===== src/rtl/lcd_reader_pkg.sv =====
// ----------------------------------------------------------------------------
// lcd_reader_pkg
// Shared definitions for the character-LCD read engine. Also intended for the
// LCD write controller so both sides agree on state encodings, register-select
// values, default bus timing and the busy-flag bit position.
// Contents:
//   state_e        read-engine FSM states
//   RS_CMD/RS_DATA register-select values (busy-flag/address vs. data)
//   DEF_*          default timing constants in clock cycles at 50 MHz
//   BF_BIT         bit index of the busy flag within the read byte
//   maxOf3         helper used to size the shared phase counter
// ----------------------------------------------------------------------------
package lcd_reader_pkg;

  typedef enum logic [2:0] {
    ST_IDLE  = 3'd0,
    ST_SETUP = 3'd1,
    ST_EN_HI = 3'd2,
    ST_EN_LO = 3'd3,
    ST_ACK   = 3'd4
  } state_e;

  localparam logic RS_CMD  = 1'b0;
  localparam logic RS_DATA = 1'b1;

  localparam int DEF_T_AS      = 3;
  localparam int DEF_T_EN_HI   = 25;
  localparam int DEF_T_EN_LO   = 25;
  localparam int DEF_MAX_POLLS = 1000;

  localparam int BF_BIT = 7;

  function automatic int maxOf3(input int a, input int b, input int c);
    int m;
    m = a;
    if (b > m) m = b;
    if (c > m) m = c;
    return m;
  endfunction

endpackage


===== src/rtl/lcd_reader_if.sv =====
// ----------------------------------------------------------------------------
// lcd_reader_if
// Host-side request/acknowledge bundle of the LCD read engine.
//   iREQ      host -> reader  start a read (only looked at while idle)
//   iRS       host -> reader  0 = busy-flag/address read, 1 = data read
//   iWAIT     host -> reader  with iRS=0, keep polling until BF clears
//   oACK      reader -> host  one-cycle completion pulse, oDATA valid
//   oDATA     reader -> host  last byte captured from the LCD
//   oTIMEOUT  reader -> host  wait mode gave up with BF still set
//   oBUSY     reader -> host  high whenever the reader is not idle
// master = host side, slave = reader side.
// ----------------------------------------------------------------------------
interface lcd_reader_if;

  logic       iREQ;
  logic       iRS;
  logic       iWAIT;
  logic       oACK;
  logic [7:0] oDATA;
  logic       oTIMEOUT;
  logic       oBUSY;

  modport master (
    output iREQ, iRS, iWAIT,
    input  oACK, oDATA, oTIMEOUT, oBUSY
  );

  modport slave (
    input  iREQ, iRS, iWAIT,
    output oACK, oDATA, oTIMEOUT, oBUSY
  );

endinterface


===== src/rtl/lcd_reader_sync2.sv =====
// ----------------------------------------------------------------------------
// lcd_reader_sync2
// Two-flop synchronizer for the LCD data bus. The LCD drives its data pins
// asynchronously to our clock, so the bus is double-registered before the
// read engine captures it.
//   clk_i  system clock
//   rst_i  asynchronous reset, active-high; clears both stages
//   d_i    asynchronous input bus
//   q_o    synchronized bus, two clocks behind d_i
// ----------------------------------------------------------------------------
module lcd_reader_sync2 #(
  parameter int WIDTH = 8
) (
  input  logic             clk_i,
  input  logic             rst_i,
  input  logic [WIDTH-1:0] d_i,
  output logic [WIDTH-1:0] q_o
);

  logic [WIDTH-1:0] meta_q;
  logic [WIDTH-1:0] sync_q;

  // First stage may go metastable; second stage gives it a full cycle to settle.
  always_ff @(posedge clk_i or posedge rst_i) begin
    if (rst_i) begin
      meta_q <= '0;
      sync_q <= '0;
    end else begin
      meta_q <= d_i;
      sync_q <= meta_q;
    end
  end

  assign q_o = sync_q;

endmodule


===== src/rtl/lcd_reader.sv =====
// ----------------------------------------------------------------------------
// lcd_reader
// Read engine for an HD44780-class character LCD. Performs busy-flag/address
// reads (RS=0) and DDRAM/CGRAM data reads (RS=1) with RW=1, optionally polling
// the busy flag until it clears or a poll budget runs out. The surrounding top
// muxes RS/RW/EN between this block and the write controller using
// LCD_ACTIVE and keeps the data bus tri-stated while LCD_ACTIVE is high.
// Parameters:
//   T_AS       RS/RW setup cycles before EN rises
//   T_EN_HI    EN high cycles; the bus is sampled on the last one
//   T_EN_LO    EN low cycles after the pulse with RS/RW still held
//   MAX_POLLS  EN pulses allowed in wait mode before giving up (1..65535)
// Ports:
//   iCLK, iRST   clock and asynchronous active-high reset
//   host         request/acknowledge bundle (lcd_reader_if.slave)
//   LCD_ACTIVE   high while this block owns RS/RW/EN (same as oBUSY)
//   LCD_RS/RW/EN LCD control strobes
//   LCD_DATA_IN  LCD data bus, input side
// ----------------------------------------------------------------------------
module lcd_reader
  import lcd_reader_pkg::*;
#(
  parameter int T_AS      = DEF_T_AS,
  parameter int T_EN_HI   = DEF_T_EN_HI,
  parameter int T_EN_LO   = DEF_T_EN_LO,
  parameter int MAX_POLLS = DEF_MAX_POLLS
) (
  input  logic             iCLK,
  input  logic             iRST,
  lcd_reader_if.slave      host,
  output logic             LCD_ACTIVE,
  output logic             LCD_RS,
  output logic             LCD_RW,
  output logic             LCD_EN,
  input  logic [7:0]       LCD_DATA_IN
);

  // One counter serves all three bus phases, so it is sized for the longest.
  localparam int T_MAX = maxOf3(T_AS, T_EN_HI, T_EN_LO);
  localparam int CW    = $clog2(T_MAX + 1);
  localparam int PW    = $clog2(MAX_POLLS + 1);

  localparam logic [CW-1:0] AS_LAST    = CW'(T_AS - 1);
  localparam logic [CW-1:0] EN_HI_LAST = CW'(T_EN_HI - 1);
  localparam logic [CW-1:0] EN_LO_LAST = CW'(T_EN_LO - 1);
  localparam logic [PW-1:0] POLL_LIMIT = PW'(MAX_POLLS);

  state_e        state_q,    state_d;
  logic [CW-1:0] cnt_q,      cnt_d;
  logic [PW-1:0] pollCnt_q,  pollCnt_d;
  logic          rsSel_q,    rsSel_d;
  logic          waitMode_q, waitMode_d;
  logic [7:0]    data_q,     data_d;
  logic          timeout_q,  timeout_d;
  logic          ack_q;
  logic          busy_q;
  logic          en_q;
  logic          rs_q;
  logic          rw_q;

  logic [7:0]    syncData;
  logic [PW-1:0] pollInc;

  lcd_reader_sync2 #(
    .WIDTH (8)
  ) uSync (
    .clk_i (iCLK),
    .rst_i (iRST),
    .d_i   (LCD_DATA_IN),
    .q_o   (syncData)
  );

  assign pollInc = pollCnt_q + PW'(1);

  // Next-state logic. The counter free-runs inside a phase and is cleared on
  // every phase change. The poll decision uses the freshly incremented count,
  // so wait mode never issues more than MAX_POLLS EN pulses.
  always_comb begin
    state_d    = state_q;
    cnt_d      = cnt_q + CW'(1);
    pollCnt_d  = pollCnt_q;
    rsSel_d    = rsSel_q;
    waitMode_d = waitMode_q;
    data_d     = data_q;
    timeout_d  = timeout_q;

    case (state_q)
      ST_IDLE: begin
        cnt_d = '0;
        if (host.iREQ) begin
          state_d    = ST_SETUP;
          rsSel_d    = host.iRS;
          // Busy-flag polling only makes sense for command-register reads.
          waitMode_d = host.iWAIT & (host.iRS == RS_CMD);
          pollCnt_d  = '0;
        end
      end

      ST_SETUP: begin
        if (cnt_q == AS_LAST) begin
          state_d = ST_EN_HI;
          cnt_d   = '0;
        end
      end

      ST_EN_HI: begin
        if (cnt_q == EN_HI_LAST) begin
          state_d = ST_EN_LO;
          cnt_d   = '0;
          data_d  = syncData;
        end
      end

      ST_EN_LO: begin
        if (cnt_q == EN_LO_LAST) begin
          cnt_d     = '0;
          pollCnt_d = pollInc;
          if (waitMode_q && data_q[BF_BIT] && (pollInc < POLL_LIMIT)) begin
            state_d = ST_SETUP;
          end else begin
            state_d   = ST_ACK;
            timeout_d = waitMode_q & data_q[BF_BIT];
          end
        end
      end

      ST_ACK: begin
        state_d = ST_IDLE;
        cnt_d   = '0;
      end

      default: begin
        state_d = ST_IDLE;
        cnt_d   = '0;
      end
    endcase
  end

  // State and output registers. Outputs are decoded from the next state so
  // the LCD strobes come straight off flops, glitch-free, and stay aligned
  // with the state they belong to.
  always_ff @(posedge iCLK or posedge iRST) begin
    if (iRST) begin
      state_q    <= ST_IDLE;
      cnt_q      <= '0;
      pollCnt_q  <= '0;
      rsSel_q    <= RS_CMD;
      waitMode_q <= 1'b0;
      data_q     <= 8'h00;
      timeout_q  <= 1'b0;
      ack_q      <= 1'b0;
      busy_q     <= 1'b0;
      en_q       <= 1'b0;
      rs_q       <= 1'b0;
      rw_q       <= 1'b0;
    end else begin
      state_q    <= state_d;
      cnt_q      <= cnt_d;
      pollCnt_q  <= pollCnt_d;
      rsSel_q    <= rsSel_d;
      waitMode_q <= waitMode_d;
      data_q     <= data_d;
      timeout_q  <= timeout_d;
      ack_q      <= (state_d == ST_ACK);
      busy_q     <= (state_d != ST_IDLE);
      en_q       <= (state_d == ST_EN_HI);
      rw_q       <= (state_d inside {ST_SETUP, ST_EN_HI, ST_EN_LO});
      rs_q       <= (state_d inside {ST_SETUP, ST_EN_HI, ST_EN_LO}) & rsSel_d;
    end
  end

  assign host.oACK     = ack_q;
  assign host.oDATA    = data_q;
  assign host.oTIMEOUT = timeout_q;
  assign host.oBUSY    = busy_q;

  assign LCD_ACTIVE = busy_q;
  assign LCD_EN     = en_q;
  assign LCD_RS     = rs_q;
  assign LCD_RW     = rw_q;

endmodule


===== src/flat_wrapper.sv =====
// flat-port wrapper written by rule: the top's interface ports become plain ports
module lcd_reader_flat import lcd_reader_pkg::*;
#(
  parameter int T_AS      = DEF_T_AS,
  parameter int T_EN_HI   = DEF_T_EN_HI,
  parameter int T_EN_LO   = DEF_T_EN_LO,
  parameter int MAX_POLLS = DEF_MAX_POLLS
)
  (iCLK, iRST, LCD_ACTIVE, LCD_RS, LCD_RW, LCD_EN, LCD_DATA_IN, host_iREQ, host_iRS, host_iWAIT, host_oACK, host_oDATA, host_oTIMEOUT, host_oBUSY);
  lcd_reader_if host_i ();
  input  logic iCLK;
  input  logic iRST;
  output logic LCD_ACTIVE;
  output logic LCD_RS;
  output logic LCD_RW;
  output logic LCD_EN;
  input  logic [7:0] LCD_DATA_IN;
  input wire logic [$bits(host_i.iREQ)-1:0] host_iREQ;
  input wire logic [$bits(host_i.iRS)-1:0] host_iRS;
  input wire logic [$bits(host_i.iWAIT)-1:0] host_iWAIT;
  output wire logic [$bits(host_i.oACK)-1:0] host_oACK;
  output wire logic [$bits(host_i.oDATA)-1:0] host_oDATA;
  output wire logic [$bits(host_i.oTIMEOUT)-1:0] host_oTIMEOUT;
  output wire logic [$bits(host_i.oBUSY)-1:0] host_oBUSY;
  assign host_i.iREQ = host_iREQ;
  assign host_i.iRS = host_iRS;
  assign host_i.iWAIT = host_iWAIT;
  assign host_oACK = host_i.oACK;
  assign host_oDATA = host_i.oDATA;
  assign host_oTIMEOUT = host_i.oTIMEOUT;
  assign host_oBUSY = host_i.oBUSY;
  lcd_reader #(.T_AS(T_AS), .T_EN_HI(T_EN_HI), .T_EN_LO(T_EN_LO), .MAX_POLLS(MAX_POLLS)) u_core (.iCLK(iCLK), .iRST(iRST), .host(host_i), .LCD_ACTIVE(LCD_ACTIVE), .LCD_RS(LCD_RS), .LCD_RW(LCD_RW), .LCD_EN(LCD_EN), .LCD_DATA_IN(LCD_DATA_IN));
endmodule

===== config.mk =====
export PLATFORM = sky130hd
export DESIGN_NAME = lcd_reader_flat
export DESIGN_NICKNAME = d
export VERILOG_FILES = /design/src/rtl/lcd_reader_pkg.sv /design/src/rtl/lcd_reader_if.sv /design/src/rtl/lcd_reader_sync2.sv /design/src/rtl/lcd_reader.sv /design/src/flat_wrapper.sv
export SDC_FILE = /design/constraint.sdc
export NUM_CORES = 1
export LEC_CHECK = 0
export CAP_MARGIN = 20
export CORE_MARGIN = 4
export CORE_UTILIZATION = 54
export CTS_CLUSTER_SIZE = 24
export DETAILED_ROUTE_END_ITERATION = 10
export PLACE_DENSITY = 0.89
export SYNTH_ARGS = -nofsm -noshare
export SYNTH_HDL_FRONTEND = slang
export SYNTH_HIERARCHICAL = 1
export SYNTH_SLANG_ARGS = --single-unit
export TNS_END_PERCENT = 20

===== constraint.sdc =====
create_clock -name iCLK -period 2.5 [get_ports iCLK]
set_clock_uncertainty 0.2 [all_clocks]
set_input_delay 0.5 -clock iCLK [delete_from_list [all_inputs] [get_ports iCLK]]
set_output_delay 0.5 -clock iCLK [all_outputs]
set_load 0.1 [all_outputs]

=== Word level (Yosys, flattened, before mapping) ===
Index checks and enable logic that the tools add are counted.
W data, S select, Z words.

* Flip-flop bits (word level): 50
* Input bits: 13
* Output and inout bits: 15
* Word-level logic and storage cells: 58

* Add/subtract/negate cells: 2
* Magnitude comparators: 1
* Equality and inequality tests: 11
* Muxes and demuxes: 14
* Bitwise operators: 5
* Reduce and logical (&&, ||, !) cells: 11

{| class="wikitable"
|+ Operator list
! cell !! number
|-
| $mux W10 || 2
|-
| $pmux W10 S2 || 1
|-
| $mux W3 || 5
|-
| $eq A3 B2 Y1 const B || 4
|-
| $pmux W3 S4 || 1
|-
| $add A10 B1 Y10 const B || 1
|-
| $lt A10 B10 Y1 const B || 1
|-
| $mux W5 || 2
|-
| $pmux W5 S2 || 1
|-
| $eq A3 B1 Y1 const B || 2
|-
| $reduce_and A3 Y1 || 2
|-
| $reduce_bool A3 Y1 || 2
|-
| $add A5 B1 Y5 const B || 1
|-
| $eq A5 B2 Y1 const B || 1
|-
| $eq A5 B5 Y1 const B || 1
|-
| $reduce_and A2 Y1 || 2
|-
| $and A1 B1 Y1 || 3
|-
| $eq A3 B3 Y1 const B || 1
|-
| $logic_not A3 Y1 || 1
|-
| $logic_and A1 B1 Y1 || 2
|-
| $mux W1 || 2
|-
| $ne A2 B1 Y1 const B || 1
|-
| $ne A2 B2 Y1 const B || 1
|-
| $not A1 Y1 || 2
|-
| 2 further kinds || 2
|}

=== Logic depth before layout (Yosys ltp) ===
Gate-level depths: netlist of the first run.

* Depth in word-level cells: 9
* Depth in mapped cells: 8
* Mapped depth without buffers: 7

=== By module ===
The synthesis of the first run kept the hierarchy.

{| class="wikitable"
|+ By module, submodules not included
! module !! times used !! cells an instance !! area an instance (um^2) !! seq. area each (um^2)
|-
| lcd_reader || 1 || 167 || 1755.4 || 850.8
|-
| lcd_reader_sync2 || 1 || 17 || 404.1 || 400.4
|}

=== Least setup slack after synthesis of the first run ===
OpenSTA, ideal clock, no wires.

* Path kind: register to register
* Start point: register u_core.cnt_q[0]
* End point: register u_core.data_q[7], in the netlist u_core/host.oDATA[7]
* Setup time: 126 ps
* Arrival time: 1723 ps
* Required time: 2174 ps
* Slack: 451 ps
* Stages on the path, launching flop included: 7
* Path buffers: 1
* Period minus slack after synthesis: 2049 ps
* Path through: dfrtp_1 > inv_1 > ha_1 > nand4b_4 > or4b_4 > buf_6 > mux2_4

* Cells in the longest elaborated chain, start to end: 2

{| class="wikitable"
|+ Ends and longest elaborated chain
! item !! RTL line !! source
|-
| from (decl) || lcd_reader.sv:49 || <nowiki>logic [CW-1:0] cnt_q, cnt_d;</nowiki>
|-
| from (signal assigned) || lcd_reader.sv:158 || <nowiki>cnt_q <= cnt_d;</nowiki>
|-
| $eq A5 B5 Y1 || lcd_reader.sv:107 || <nowiki>if (cnt_q == EN_HI_LAST) begin</nowiki>
|-
| $reduce_and A2 Y1 (no source line) || - ||
|-
| to (signal assigned) || lcd_reader.sv:162 || <nowiki>data_q <= data_d;</nowiki>
|-
| to (decl) || lcd_reader.sv:53 || <nowiki>logic [7:0] data_q, data_d;</nowiki>
|}

Every way passes these cells.
A chain may end at the register's enable or synchronous reset.

=== Worst setup path after layout of the first run ===
* Start point: register u_core.pollCnt_q[0]
* End point: register u_core.timeout_q, in the netlist u_core/host.oTIMEOUT

* Cells in the longest elaborated chain, start to end: 5

{| class="wikitable"
|+ Ends and longest elaborated chain
! item !! RTL line !! source
|-
| from (decl) || lcd_reader.sv:50 || <nowiki>logic [PW-1:0] pollCnt_q, pollCnt_d;</nowiki>
|-
| from (signal assigned) || lcd_reader.sv:159 || <nowiki>pollCnt_q <= pollCnt_d;</nowiki>
|-
| $add A10 B1 Y10 || lcd_reader.sv:73 || <nowiki>assign pollInc = pollCnt_q + PW'(1);</nowiki>
|-
| $lt A10 B10 Y1 || lcd_reader.sv:118 || <nowiki>if (waitMode_q && data_q[BF_BIT] && (pollInc < POLL_LIMIT)) begin</nowiki>
|-
| $logic_and A1 B1 Y1 || lcd_reader.sv:118 ||
|-
| $not A1 Y1 (no source line) || - ||
|-
| $reduce_and A3 Y1 (no source line) || - ||
|-
| to (signal assigned) || lcd_reader.sv:163 || <nowiki>timeout_q <= timeout_d;</nowiki>
|-
| to (decl) || lcd_reader.sv:54 || <nowiki>logic timeout_q, timeout_d;</nowiki>
|}

Every way passes these cells.

==> impl_metrics.ini, run 1 <==
[timing]
timing.hold.ws_ns = 0.153
maxSlewViolCount = 0
fmax_mhz = 450
period_minus_slack_ns = 2.22
slew_headroom_pct = 62.2
rsz0062_at_grt = false
setup_viol = 0
tightest_slew_ns = 0.558
setup_tns_ns = 0
finalHoldViolations = 0
finalCritPeriodShare_pct = 88.9

[worst_setup_path]
slowest_stage = dfrtp_1
path_delay_family = compound AO/OA/AOI/OAI gates
path_depth = 6
r2r_cells = 6
required_ns = 2.52
cp.buffers_inverters = 0
slowest_delay_ns = 0.46
worstPathCellList = ha_1, nand2_1, o22a_1, o41a_1, nor3_1, a2bb2oi_1
worst-setup-path-type = reg -> reg
critPathCaptureType = flop
critPathLaunchType = flop
crit_arrival_ns = 2.25
critical_path.max_fanout = 10

[route]
avgViaCountPerCell = 5.60
antenna_left = 0
dr.pass1.iters = 4
dr_total_vias = 1451
drc = 0
wirelength_um = 3870
drt_iter0_drc = 157
drt-wirelength-per-cell_um = 14.9

[flow_run]
max_cap_violations = 0

[synth]
synth_nets = 201
ys_warn_count = 6
avgSynthCellArea_sq_um = 11.7
yosysUniqueCellTypes = 44
synth_flop_cell = dfrtp_1
synth_seq_cells = 50
synth_edf_count = 0
synthCells = 184
synth-seq-area-share_pct = 57.9
async_reset_ff_share_pct = 100
syn-cell-area_sq_um = 2160

[min_path]
hold_path_class = reg -> reg
hold_depth = 0

[cts]
holdBufCountCts = 0
clock_sink_count = 50
cts_buffers = 5
root_buffer = clkbuf_8
postCtsSetupBuffers = 0
cts_buffer_depth = 2
cts-htree-levels = 2
cts_resized = 0
clock_latency_ns = 0.31
cts_tree = done
path_clk_slew_ns = 0.09

[grt]
grt_max_degree = 35
grt_util_met3_pct = 5.47
grt_use_met2_pct = 26.1
grt_pass1_wl_um = 6380
globalRouteMet1Util_pct = 20.9
grt_pass1_vias = 1372
gr-total-overflow = 0
grt_usage_pct = 16.4
grt.busiest_layer = met2
antenna_found_initial = 0

[place]
hpwl_um = 2760
port_buffers = 27
gp_congestion = 0.853

[floorplanning]
start_util_pct = 57.3
die_h_um = 71.2
io_pins = 28
dieArea_sq_um = 5080
core_sq_um = 3770
rows = 22
die_x_um = 71.2

[layout]
finalNetCount = 227
antennaDiodeCount = 0
drive_above_1_share_pct = 19.9
syn_to_final_growth_pct = 15.9
fin_util_pct = 66.4

[pwr]
leakage_nw = 1.13
p_per_area_nw_per_um2 = 568
power.total_mw = 1.42
vdd_ir_drop_max_mv = 0.430

[outcome]
status = completed
==> layer usage <==
layer / vias up / wire length [um]
li1: 694 / -
met1: 707 / 1630
met2: 44 / 1940
met3: 6 / 234
met4: 0 / 61
met5: - / 0
==> worst register-to-register path, delay by kind of cell, from the launching register on <==
kind / cells / cell delay [ns]
fa+ha+maj: 1 / 0.38
compound gates: 3 / 0.81
flops: 1 / 0.46
simple gates: 2 / 0.30
==> cell families (layout without fill, tap and decap cells) <==
family                     count (synthesis)  count (layout)  synth area share [%]
adders and majority gates                  4               4                  2.32
muxes                                      9               9                  6.08
buffers and inverters                     17              44                  3.94
DFF                                       50              50                  57.9
xor gates and xnor gates                   4               4                  1.62
and+or+nand+nor                           61              61                  16.9
AOI/OAI and AO/OA                         39              39                  11.2
==> cells in the mapped netlist (all sizes together) (2+ instances only) <==
cell type / number / area, sq um
dfrtp: 50 / 1250
o21ai: 19 / 95.1
nor2: 15 / 58.8
nand2: 13 / 48.8
mux2: 9 / 131
buf: 8 / 51.3
inv: 6 / 22.5
a21oi: 4 / 20.0
a31oi: 4 / 25.0
ha: 4 / 50.1
nand3: 4 / 20.0
nand3b: 4 / 30.0
nand4: 4 / 25.0
and3: 3 / 18.8
clkbuf: 3 / 11.3
nand2b: 3 / 18.8
nor3: 3 / 15.0
nor4b: 3 / 41.3
or2: 3 / 18.8
nand4b: 2 / 32.5
nor2b: 2 / 12.5
o21a: 2 / 15.0
or4b: 2 / 23.8
xnor2: 2 / 17.5
xor2: 2 / 17.5
==> cell type report <==
class                      count  area [sq um]
clock buffer                   5          68.8
clock inverter                 3          21.3
fill                         272          1270
inverter                       6          22.5
multi-input combinational    117           823
sequential                    50          1250
tap                           48          60.1
timing repair buffer          30           255
==> registers in the layout, indices dropped and copies added, names as in the netlist <==
register and cells:
u_core/pollCnt_q 10, u_core/host.oDATA 8, u_core/uSync/meta_q 8, u_core/uSync/q_o 8, u_core/cnt_q 5, u_core/state_q 3
u_core/LCD_ACTIVE 1, u_core/LCD_EN 1, u_core/LCD_RS 1, u_core/LCD_RW 1, u_core/host.oACK 1, u_core/host.oTIMEOUT 1
u_core/rsSel_q 1, u_core/waitMode_q 1
==> path summary, 6_finish.rpt <==
| path | from | to | slack (ns) |
|---|---|---|---|
| max in group asynchronous | iRST | u_core/uSync/q_o[0] | 1.36 |
| hold reg to reg | u_core/uSync/meta_q[4] | u_core/uSync/q_o[4] | 0.15 |
| min in group asynchronous | iRST | u_core/uSync/meta_q[5] | 0.37 |
| setup / recovery | u_core/pollCnt_q[0] | u_core/host.oTIMEOUT | 0.28 |
| hold / removal | u_core/uSync/meta_q[4] | u_core/uSync/q_o[4] | 0.15 |
| setup reg to reg | u_core/pollCnt_q[0] | u_core/host.oTIMEOUT | 0.28 |
==> through the flow <==
| stage | cells | cell area (sq um) | setup WS [ns] |
|---|---|---|---|
| detailed placement | 251 | 2410 | 0.246 |
| global route | 259 | 2500 | 0.157 |
| finish | 259 | 2500 | 0.277 |
| floorplan | 184 | 2160 | 0.451 |
| global placement | 251 | 2410 | 0.271 |
| CTS | 259 | 2500 | 0.297 |
==> power by group <==
group	switching [mW]	internal, mW
clock network	0.265	0.197
registers	0.0102	0.830
logic	0.0814	0.0379
total	0.357	1.06
==> layout by cell type (no fill, tap or decap), types with 2 or more instances in the layout <==
master and n:
mux2_4 8, o21ai_0 18, nor3_1 3, a21oi_1 4, nand4_1 4, nor4b_1 2, nor2_1 14, nand2_1 13
or2_2 2, dfrtp_1 50, nand3_1 4, buf_4 18, nand3b_1 4, a31oi_1 4, ha_1 4, inv_1 6
clkbuf_8 5, xnor2_1 2, xor2_1 2, nand2b_1 3, clkdlybuf4s50_1 12, and3_1 3, nor2b_1 2, o21a_1 2
(Power assumes the default switching activity.)
==> run 2, diff against run 1 <==
SETUP_SLACK_MARGIN = 0.5   (was not set)
==> impl_metrics.ini, run 2 (same netlist as run 1, synthesis figures left out) <==
[outcome]
status = completed

[floorplanning]
core_sq_um = 3770
start_util_pct = 57.3
die_x_um = 71.2
die_h_um = 71.2
io_pins = 28
rows = 22
dieArea_sq_um = 5080

[layout]
stdcell_count = 267
largest_reg_flops = 10
layout_common_cells = dfrtp_1, buf_4, o21ai_0
top_register = u_core/pollCnt_q
layout_commonest_cell = dfrtp_1
finalNetCount = 236
syn_to_final_growth_pct = 22.7
fin_util_pct = 70.3
drive_above_1_share_pct = 30.6
fill_cells = 266
fin_area_sq_um = 2650
antennaDiodeCount = 0

[grt]
grt_pass1_wl_um = 6650
grt_pass1_vias = 1484
antenna_found_initial = 0
gr-total-overflow = 0
grt_usage_pct = 16.6
grt_max_degree = 35

[route]
dr.pass1.iters = 4
wirelength_um = 4180
avgViaCountPerCell = 5.84
dr_total_vias = 1558
antenna_left = 0
drt-wirelength-per-cell_um = 15.6
drt_iter0_drc = 187
drc = 0

[worst_setup_path]
path_delay_family = simple AND/OR/NAND/NOR gates
r2r_start = u_core/cnt_q[0]
r2r-end = u_core/host.oDATA[6]
required_ns = 2.48
cp-endpoint = u_core/host.oDATA[6]
critPathLaunch = u_core/cnt_q[0]
critical_path.max_fanout = 8
slowest_stage = or4b_4
slowest_delay_ns = 0.61
critPathCaptureType = flop
r2r_cells = 5
cp.buffers_inverters = 1
worst-setup-path-type = reg -> reg
critPathLaunchType = flop
worstPathCellList = inv_2, ha_4, nand4b_4, or4b_4, mux2_4
crit_arrival_ns = 1.98
rrSetupSlack_ns = 0.50
path_depth = 5

[place]
port_buffers = 27
hpwl_um = 2580
placedInstanceArea_sq_um = 2410
dp_cells = 251
gp_congestion = 0.841

[cts]
cts_tree = done
cts_buffers = 5
cts_buffer_depth = 2
root_buffer = clkbuf_8
path_clk_slew_ns = 0.09
clock_latency_ns = 0.31
clock_sink_count = 50
cts-htree-levels = 2

[min_path]
hold_path_class = reg -> reg
min-delay-start = u_core/uSync/meta_q[1]

[timing]
fmax_mhz = 500
finalCritPeriodShare_pct = 80.0
slew_headroom_pct = 63.8
tightest_slew_ns = 0.543
period_minus_slack_ns = 2.00
maxSlewViolCount = 0
finalHoldViolations = 0
setup_tns_ns = 0
rsz0062_at_grt = true
setup_viol = 0

[pwr]
p_per_area_nw_per_um2 = 570
vdd_ir_drop_max_mv = 0.557
power.total_mw = 1.51
leakage_nw = 1.18

[flow_run]
max_cap_violations = 0
-- run 2: cell types whose count changed in the layout (fill, tap and decap cells not counted), moves of 2 or more --
cell     delta
and3_1      -2
and3_2      +2
buf_4       +9
dfrtp_1     -6
dfrtp_2     +6
ha_1        -2
ha_4        +2
inv_1       -2
inv_2       +2
-- run 2: through the flow --
stage / setup WS, ns / hold slack, ns
6_report: 0.499 / 0.156
5_1_grt: 0.403 / 0.165
4_1_cts: 0.464 / 0.158
3_5_place_dp: 0.256 / 0.138
3_3_place_gp: 0.273 / 0.132
2_1_floorplan: 0.452 / 0.131
-- run 2: routing by layer --
layer	share of wire [%]	global-route usage (%)
met1	42	20.7
met4	1.6	5.85
met3	8.3	5.47
met5	0	0
met2	48	27.2
-- run 2: timing repair --
item,in CTS,in global routing
endpoints found under the hold margin,0,0
pin swaps,2,4
hold buffers,0,0
setup endpoints to repair,15,25
buffers inserted,4,5
gates resized for setup,7,12
-- run 2: report_power, final --
group | switching (mW) | total, mW | leakage [nW] | internal (mW)
registers | 0.00914 | 0.839 | 0.554 | 0.830
logic | 0.0813 | 0.119 | 0.571 | 0.0380
clock network | 0.259 | 0.553 | 0.0542 | 0.294
total | 0.349 | 1.51 | 1.18 | 1.16
-- run 2: worst min path at each step --
| stage | to | slack [ns] | cells past startpoint |
|---|---|---|---|
| after floorplan | u_core/uSync/q_o[0] | 0.13 | 0 |
| after global placement | u_core/uSync/q_o[1] | 0.13 | 0 |
| after detailed placement | u_core/uSync/q_o[1] | 0.14 | 0 |
| after CTS | u_core/uSync/q_o[1] | 0.16 | 0 |
| after global routing | u_core/uSync/q_o[3] | 0.16 | 0 |
| final | u_core/uSync/q_o[1] | 0.16 | 0 |
-- run 2: worst register-to-register path, cell delays in order (launching register included) --
cell and delay, ns:
dfrtp_1 0.41, inv_2 0.08, ha_4 0.13, nand4b_4 0.11, or4b_4 0.61, mux2_4 0.33
-- run 2: area by class of cell --
type	count	area [sq um]	share of cell area, %
clock buffer	5	68.8	2.60
clock inverter	2	38.8	1.46
inverter	6	22.5	0.850
multi-input combinational	117	878	33.1
sequential	50	1260	47.5
tap	48	60.1	2.27
timing repair buffer	39	323	12.2
